### src/rtl/gray_step_decoder_if.sv
// -----------------------------------------------------------------------------
// gray_step_decoder_if
//   Bundles the signals between a Gray-sequence state counter consumer and
//   the gray_step_decoder.
//
//   Signals:
//     a_in, b_in : upstream 2-bit state {A,B}, synchronous to clk
//     clr        : synchronous clear of position/error state
//     pos        : two's-complement position count (POS_W bits, wraps)
//     dir        : direction of last legal step (1 = forward, 0 = reverse)
//     step       : one-cycle pulse per legal step
//     err        : one-cycle pulse per illegal transition
//     err_cnt    : saturating illegal-transition count (ERR_W bits)
//
//   Modports:
//     master : the side that drives the upstream state and clear
//     slave  : the decoder itself
// -----------------------------------------------------------------------------
interface gray_step_decoder_if #(
    parameter int POS_W = 8,
    parameter int ERR_W = 4
);
    logic             a_in;
    logic             b_in;
    logic             clr;
    logic [POS_W-1:0] pos;
    logic             dir;
    logic             step;
    logic             err;
    logic [ERR_W-1:0] err_cnt;

    modport master (
        output a_in, b_in, clr,
        input  pos, dir, step, err, err_cnt
    );

    modport slave (
        input  a_in, b_in, clr,
        output pos, dir, step, err, err_cnt
    );
endinterface

### src/rtl/gray_step_decoder.sv
// -----------------------------------------------------------------------------
// gray_step_decoder
//   Samples a 2-bit Gray-sequence state {A,B} every clock and classifies the
//   change from the previous sample as a forward step, reverse step, hold or
//   illegal transition. Tracks a wrapping position count, the direction of
//   the last legal step and a saturating count of illegal transitions.
//
//   Ports:
//     clk : rising-edge clock, same domain as the upstream counter
//     rst : asynchronous reset, active-high
//     bus : gray_step_decoder_if.slave (a_in/b_in/clr in, status out)
//
//   Gray order (forward): 00 -> 01 -> 11 -> 10 -> 00.
//   All outputs are registered; one clock of latency from a sampled input
//   change to step/err/pos.
// -----------------------------------------------------------------------------
module gray_step_decoder #(
    parameter int POS_W = 8,
    parameter int ERR_W = 4
) (
    input  logic              clk,
    input  logic              rst,
    gray_step_decoder_if.slave bus
);

    typedef enum logic [1:0] {
        TR_HOLD,
        TR_FWD,
        TR_REV,
        TR_ILL
    } trans_e;

    logic [1:0]       cur_ab;
    logic [1:0]       prev_ab_q;
    trans_e           trans;

    logic [POS_W-1:0] pos_q,     pos_d;
    logic             dir_q,     dir_d;
    logic             step_q,    step_d;
    logic             err_q,     err_d;
    logic [ERR_W-1:0] err_cnt_q, err_cnt_d;

    assign cur_ab = {bus.a_in, bus.b_in};

    // Forward successor of state {x,y} in the Gray order is {y,~x}; anything
    // that is neither a hold, the successor, nor the bitwise complement must
    // be the predecessor (a reverse step).
    always_comb begin
        // NOTE: every combinational output gets a default first, so no path
        // leaves it unassigned and no latch is inferred.
        trans = TR_REV;
        if (cur_ab == prev_ab_q) begin
            trans = TR_HOLD;
        end else if (cur_ab == ~prev_ab_q) begin
            trans = TR_ILL;
        end else if (cur_ab == {prev_ab_q[0], ~prev_ab_q[1]}) begin
            trans = TR_FWD;
        end
    end

    always_comb begin
        pos_d     = pos_q;
        dir_d     = dir_q;
        step_d    = 1'b0;
        err_d     = 1'b0;
        err_cnt_d = err_cnt_q;

        if (bus.clr) begin
            // A transition coinciding with clr is discarded.
            pos_d     = '0;
            dir_d     = 1'b1;
            err_cnt_d = '0;
        end else begin
            unique case (trans)
                TR_FWD: begin
                    pos_d  = pos_q + POS_W'(1);
                    dir_d  = 1'b1;
                    step_d = 1'b1;
                end
                TR_REV: begin
                    pos_d  = pos_q - POS_W'(1);
                    dir_d  = 1'b0;
                    step_d = 1'b1;
                end
                TR_ILL: begin
                    err_d = 1'b1;
                    if (err_cnt_q != {ERR_W{1'b1}}) begin
                        err_cnt_d = err_cnt_q + ERR_W'(1);
                    end
                end
                default: ; // TR_HOLD: nothing changes
            endcase
        end
    end

    always_ff @(posedge clk or posedge rst) begin
        // NOTE: state registers use non-blocking assignments so every
        // register samples the pre-edge values regardless of statement order.
        if (rst) begin
            prev_ab_q <= 2'b00;
            pos_q     <= '0;
            dir_q     <= 1'b1;
            step_q    <= 1'b0;
            err_q     <= 1'b0;
            err_cnt_q <= '0;
        end else begin
            // prev_ab tracks the input on clr cycles too, so the cleared
            // cycle's input is the new baseline rather than a transition.
            prev_ab_q <= cur_ab;
            pos_q     <= pos_d;
            dir_q     <= dir_d;
            step_q    <= step_d;
            err_q     <= err_d;
            err_cnt_q <= err_cnt_d;
        end
    end

    assign bus.pos     = pos_q;
    assign bus.dir     = dir_q;
    assign bus.step    = step_q;
    assign bus.err     = err_q;
    assign bus.err_cnt = err_cnt_q;

endmodule

### src/flat_wrapper.sv
// flat-port wrapper written by rule: the top's interface ports become plain ports
module gray_step_decoder_flat 
#(
    parameter int POS_W = 8,
    parameter int ERR_W = 4
)
  (clk, rst, bus_a_in, bus_b_in, bus_clr, bus_pos, bus_dir, bus_step, bus_err, bus_err_cnt);
  gray_step_decoder_if #(.POS_W(POS_W), .ERR_W(ERR_W)) bus_i ();
  input  logic clk;
  input  logic rst;
  input wire logic [$bits(bus_i.a_in)-1:0] bus_a_in;
  input wire logic [$bits(bus_i.b_in)-1:0] bus_b_in;
  input wire logic [$bits(bus_i.clr)-1:0] bus_clr;
  output wire logic [$bits(bus_i.pos)-1:0] bus_pos;
  output wire logic [$bits(bus_i.dir)-1:0] bus_dir;
  output wire logic [$bits(bus_i.step)-1:0] bus_step;
  output wire logic [$bits(bus_i.err)-1:0] bus_err;
  output wire logic [$bits(bus_i.err_cnt)-1:0] bus_err_cnt;
  assign bus_i.a_in = bus_a_in;
  assign bus_i.b_in = bus_b_in;
  assign bus_i.clr = bus_clr;
  assign bus_pos = bus_i.pos;
  assign bus_dir = bus_i.dir;
  assign bus_step = bus_i.step;
  assign bus_err = bus_i.err;
  assign bus_err_cnt = bus_i.err_cnt;
  gray_step_decoder #(.POS_W(POS_W), .ERR_W(ERR_W)) u_core (.clk(clk), .rst(rst), .bus(bus_i));
endmodule
### config.mk
export PLATFORM = sky130hd
export DESIGN_NAME = gray_step_decoder_flat
export DESIGN_NICKNAME = d
export VERILOG_FILES = /design/src/rtl/gray_step_decoder_if.sv /design/src/rtl/gray_step_decoder.sv /design/src/flat_wrapper.sv
export SDC_FILE = /design/constraint.sdc
export NUM_CORES = 1
export LEC_CHECK = 0
export CORE_MARGIN = 2
export CORE_UTILIZATION = 38
export CTS_CLUSTER_SIZE = 25
export DETAILED_ROUTE_END_ITERATION = 8
export DONT_BUFFER_PORTS = 1
export HOLD_SLACK_MARGIN = 0.02
export PLACE_DENSITY_LB_ADDON = 0.05
export SYNTH_ARGS = -nofsm -noshare
export SYNTH_HDL_FRONTEND = slang
export SYNTH_SLANG_ARGS = --single-unit
### constraint.sdc
create_clock -name clk -period 8.6 [get_ports clk]
set_clock_uncertainty 0.1 [all_clocks]
set_input_delay 1.72 -clock clk [delete_from_list [all_inputs] [get_ports clk]]
set_output_delay 1.72 -clock clk [all_outputs]
set_load 0.1 [all_outputs]
==> out/results.tsv, run 1 <==
metric	value	unit
Rows	19	
DP Wirelength	1.53	mm
worst-path cell with the longest stage delay	ha_1	
largest net degree at the start of global routing	18	
Post-Synth XOR/XNOR Area	3.27	%
post-synthesis compound-gate area fraction	17.9	%
clock buffer depth	2	
die span in y	57.1	microns
CTS tree	built	
slew margin rel.	28.0	%
layout cells sized above 1	7.02	%
actual slew at the worst max-slew pin	1.08	ns
start of the worst register-to-register path	u_core.prev_ab_q[1]	
top-area cell type share of the netlist area	37.3	%
CP required	8.72	ns
final net count	131	
PostCTS Resize Cnt	0	
Tot GR Track Use	14.2	%
critical path arrival	4.07	ns
worst path cell trace	nand2_1 > o21ai_0 > o21ai_0 > inv_1 > ha_1 > ha_1 > a21o_1 > a2111o_1 > mux2i_1 > nor3_1 > nor3_2	
Distinct cells, synth	36	
met2 WL	945	microns
Top FF cell, synth	dfrtp_1	
Synthesis Warnings	0	
Peak Freq	253	MHz
top cells by area, synth	dfrtp_1 (37%), ha_1 (12%), a21oi_1 (4.7%)	
Max Used Layer	met4	
hold_sp	u_core.bus.dir	
Reg2Reg Depth	9	
placed cells	141	
RSZ-0062 raised after global routing	false	
worst r2r dst	u_core.bus.pos[7]	
Final Util	41.6	%
adder-cell share of the synthesized area	13.5	%
final period utilization	46.0	%
hold_buf cts	0	
EDFF count, synth	0	
post-synthesis mux area share	3.85	%
Synth Area per Inst	9.49	sq um
hold violation count in the final report	0	
global-route wire length before repair	3.55	mm
Hold Crit Class	flop to flop	
final-report setup violation count	0	
PortBufs	0	
Initial Util	39.6	%
initial drt markers	20	
total number of vias	783	
cell taking the most area after synthesis	dfrtp_1	
power per cell area	224	mW/mm^2
total congestion overflow	0	
status	completed	
Mapped Cells	113	
Top-Level Pins	20	
Synth Cell Area	0.00107	sq mm
Power, Total	0.252	mW
Worst VDD drop	0.0913	mV
Worst path top cell family by delay	compound AO/OA/AOI/OAI gates	
met1 wire length	1.08	mm
asr flop ratio synth	100	%
routed length per instance	14.6	microns
Die Wd	57.1	microns
# fillers	300	
maximum fanout along the worst path	14	
Worst setup SP type	input pin	
vias in the first global route	719	
TritonCTS Sinks	17	
Post-DRT Antenna Nets	0	
simple-gate area share of the yosys netlist	18.9	%
synth-to-layout area growth	5.02	%
n_diodes	0	
max-cap check violation count	0	
GP Congestion	0.738	
crit path buf inv count	1	
H-tree depth	1	
CTS root buf	clkbuf_4	
initial antenna violation count	0	
Hold Path Depth	2	
Worst-Skew Late Latency	0.29	ns
Via-to-Cell Ratio	5.40	
Worst setup EP type	flop	
hold-critical path endpoint	u_core.bus.dir	
clk slew on worst S/H paths	0.10	ns
postcts setup bufs	0	
Static Leak	0.528	nW
cts bufs inserted	3	
largest family of logic cells by synthesized area	simple AND/OR/NAND/NOR gates	
sequential area share after synthesis	39.8	%
first-pass iteration count of the detailed router	3	
r2r setup slk	5.60	ns
total negative setup slack	0	ns
Remaining DRCs	0	
Crit Path Class	input pin to flop	
max incr delay on CP	0.41	ns
final hold slack	0.662	ns
syn_nets	129	
routed wire length	2.11	mm
FF+latch count, synth	17	
CORE AREA	0.00271	sq mm
Final Max Tran Viols	0	
minimum clock period	3.95	ns
final cell count without fillers	145	
met3 WL	73	microns
Die ar.	0.00326	sq mm
-- state kept, by name (all words and copies together) (netlist names) --
register	count
u_core.bus.pos	8
u_core.bus.err_cnt	4
u_core.prev_ab_q	2
u_core.bus.step	1
u_core.bus.dir	1
u_core.bus.err	1
-- area by class of cell --
cell class	instances	area [sq um]	area share, %
Clock buffer	4	26.3	2.33
Sequential cell	17	427	37.9
Tap cell	31	38.8	3.44
Inverter	5	18.8	1.67
Multi-Input combinational cell	88	616	54.7
-- layout by cell type, fill, tap and decap left out, types with 2 or more instances in the layout --
cell / n
dfrtp_1: 16
nand2_1: 11
a21oi_1: 10
ha_1: 10
nor2_1: 9
o21ai_0: 8
inv_1: 5
nor3_1: 4
a21o_1: 3
mux2i_1: 3
nand3_1: 3
nor2b_1: 3
clkbuf_4: 3
xnor2_1: 2
xor2_1: 2
-- worst max path at each step --
| stage | depth (start not counted) | from | endpoint |
|---|---|---|---|
| final | 11 | bus_a_in | u_core.bus.pos[7] |
| after global routing | 11 | bus_a_in | u_core.bus.pos[7] |
| after CTS | 11 | bus_a_in | u_core.bus.pos[7] |
| after detailed placement | 11 | bus_a_in | u_core.bus.pos[7] |
| after global placement | 11 | bus_a_in | u_core.bus.pos[7] |
| after floorplan | 11 | bus_a_in | u_core.bus.pos[7] |
-- worst reg2reg max path: stages, from the launching register on --
cell,delay [ns]
dfrtp_1,0.44
mux2i_1,0.13
o21ai_0,0.30
ha_1,0.54
ha_1,0.38
a21o_1,0.19
a2111o_1,0.41
mux2i_1,0.18
nor3_1,0.09
nor3_2,0.17
-- through the flow --
step                      instance area, sq um  setup WS (ns)
after CTS                                 1130           4.62
after floorplan                           1070           4.58
final                                     1130           4.65
after detailed placement                  1100           4.30
after global routing                      1130           4.42
after global placement                    1100           4.36
-- cells by family after synthesis --
| kind of cell | Yosys count |
|---|---|
| flip-flops | 17 |
| multiplexers | 4 |
| XOR/XNOR | 4 |
| AO/OA/AOI/OAI | 30 |
| AND/OR/NAND/NOR | 39 |
| buffers and inverters | 8 |
| adder cells (fa/ha/maj) | 11 |
-- where the power goes --
group,total (mW),leakage (nW),internal [mW],switching [mW]
Combinational,0.0515,0.290,0.0227,0.0288
Clock,0.0450,0.0150,0.0180,0.0270
Sequential,0.155,0.223,0.0872,0.0683
Total,0.252,0.528,0.128,0.124
-- layer usage --
layer | vias to the layer above | track usage [%]
li1 | 406 | -
met1 | 365 | 20.9
met2 | 10 | 20.0
met3 | 2 | 3.17
met4 | 0 | 5.98
met5 | - | 0
-- Yosys cell counts, drive strengths merged (2+ instances only) --
cell type and n:
nor2b 3, a211oi 2, a21o 3, nand2 11, mux2i 3, a21oi 10
dfrtp 16, xor2 2, nor3 5, ha 10, inv 5, clkbuf 3
nor2 9, o21ai 9, xnor2 2, nand3 3
No activity file was read; power rests on OpenSTA's default activity.
==> run 2: changes to the inputs <==
ABC_AREA = 1   (was default)
clock period = 4.12 ns   (was 8.6 ns; I/O delays follow)
==> run 2 against run 1 <==
Global-route usage is 0.75 points higher; count of clock-buffer cells in the layout stayed put; area after synthesis is 1.4% lower; critical path depth is 1 higher; setup slack worse by 3.3 ns; cell count is 15% higher; largest cell class unchanged.
==> out/results.tsv, run 2 <==
metric	value	unit
status	completed	
Worst setup EP type	flop	
GP Congestion	0.710	
initial antenna violation count	0	
minimum clock period	2.73	ns
Tot GR Track Use	15.0	%
Die Wd	56.7	microns
final period utilization	66.2	%
postcts setup bufs	0	
sequential area share after synthesis	40.4	%
routed length per instance	12.6	microns
clock buffer depth	2	
initial drt markers	18	
critical path arrival	2.81	ns
TritonCTS Sinks	17	
largest net degree at the start of global routing	18	
most common cell in the synthesized netlist	nand2_1	
Initial Util	39.0	%
commonest cells after routing, fill and taps aside	nand2_1 (40), inv_1 (16), dfrtp_1 (16), nand3_1 (13), ha_1 (10)	
total congestion overflow	0	
most common cell after layout, fill and taps aside	nand2_1	
total negative setup slack	0	ns
CTS root buf	clkbuf_4	
Distinct cells, synth	19	
Mapped Cells	132	
Rows	19	
Synth top cells by count	nand2_1 (40), dfrtp_1 (16), inv_1 (16), nand3_1 (13), ha_1 (10)	
total number of vias	814	
Top-Level Pins	20	
RSZ-0062 raised after global routing	false	
maximum fanout along the worst path	10	
synth-to-layout area growth	6.15	%
clk slew on worst S/H paths	0.11	ns
max FFs per register	8	
cell taking the most area after synthesis	dfrtp_1	
CP required	4.21	ns
Hold Crit Class	input pin to asynchronous set/reset pin	
Post-DRT Antenna Nets	0	
max-cap check violation count	0	
syn_nets	148	
hold_buf cts	0	
slew margin rel.	33.2	%
# fillers	278	
Top FF cell, synth	dfrtp_1	
Synthesis Warnings	0	
CTS tree	built	
Peak Freq	367	MHz
global-route wire length before repair	3.69	mm
layout cells sized above 1	6.62	%
final net count	153	
Synth Area per Inst	8.01	sq um
n_diodes	0	
DP Wirelength	1.54	mm
hold violation count in the final report	0	
cts bufs inserted	3	
Via-to-Cell Ratio	4.87	
vias in the first global route	828	
Synth Cell Area	0.00106	sq mm
PortBufs	0	
Die ar.	0.00322	sq mm
top-area cell type share of the netlist area	37.9	%
CORE AREA	0.00271	sq mm
first-pass iteration count of the detailed router	4	
top cells by area, synth	dfrtp_1 (38%), nand2_1 (14%), ha_1 (12%)	
actual slew at the worst max-slew pin	1.00	ns
routed wire length	2.11	mm
FF+latch count, synth	17	
Worst setup SP type	input pin	
Worst-Skew Late Latency	0.30	ns
die span in y	56.7	microns
H-tree depth	1	
Final Max Tran Viols	0	
final-report setup violation count	0	
Remaining DRCs	0	
PostCTS Resize Cnt	0	
Crit Path Class	input pin to flop	
EDFF count, synth	0	
asr flop ratio synth	100	%
-- run 2: cell count changes after synthesis, moves of 4 or more --
| cell | before | now |
|---|---|---|
| nor3_1 | 4 | 0 |
| nand2_1 | 11 | 40 |
| inv_1 | 5 | 16 |
| a21oi_1 | 10 | 5 |
| nand3_1 | 3 | 13 |
-- run 2: layout make-up --
type	count	area, sq um	area share [%]
flip-flops and latches	17	427	38.0
inverters	17	63.8	5.69
clock buffers	4	26.3	2.34
well taps	31	38.8	3.46
multi-input cells	98	567	50.5
-- run 2: path summary, 6_finish.rpt --
| path | from | to | slack, ns | cells after the start |
|---|---|---|---|---|
| worst max-delay path | bus_b_in | u_core.bus.pos[6] | 1.39 | 12 |
| worst min-delay path | rst | u_core.bus.pos[1] | 0.41 | 1 |
| worst max register to register | u_core.prev_ab_q[0] | u_core.bus.pos[6] | 1.46 | 12 |
| worst min register to register | u_core.bus.dir | u_core.bus.dir | 0.66 | 2 |
| max in group asynchronous | rst | u_core.bus.pos[4] | 3.06 | 1 |
| min in group clk | bus_b_in | u_core.prev_ab_q[0] | 0.44 | 0 |
-- run 2: cell families (layout without fill, tap and decap cells) --
family          after synthesis  in the layout  share of synthesized area, %
compound gates               14             14                          6.98
buf+inv                      17             21                          6.04
simple gates                 68             68                          28.8
fa+ha+maj                    11             11                          13.7
flops                        17             17                          40.4
xor+xnor                      5              5                          4.14
-- run 2: layer usage --
layer	GRT usage, %	vias up	share of wire [%]
li1	-	432	-
met1	17.3	371	46
met2	26.2	9	50
met3	3.00	2	2.8
met4	6.98	0	0.85
met5	0	-	0
-- run 2: worst max-delay path, cell delays in order --
cell and delay, ns:
xnor2_1 0.12, inv_1 0.06, or2_2 0.27, nand2_1 0.08, inv_1 0.06, ha_1 0.35
ha_1 0.39, or2_2 0.33, nand3b_1 0.12, nand3b_1 0.08, nand3_1 0.08, nand2_1 0.05
-- run 2: through the flow --
stage                     area, sq um  utilization, %  instances  setup WS, ns  hold slack, ns
after global routing             1120            41.4        167          1.23           0.425
after detailed placement         1100            40.4        163          1.07           0.655
after global placement           1100            40.4        163          1.11           0.676
final                            1120            41.4        167          1.39           0.406
after floorplan                  1060               -        132          1.26           0.625
after CTS                        1120            41.4        167          1.39           0.428
Power of run 2 is left out: the tool's default activity adds up to more than one toggle a clock period on the data nets, which glitch-free logic cannot reach.
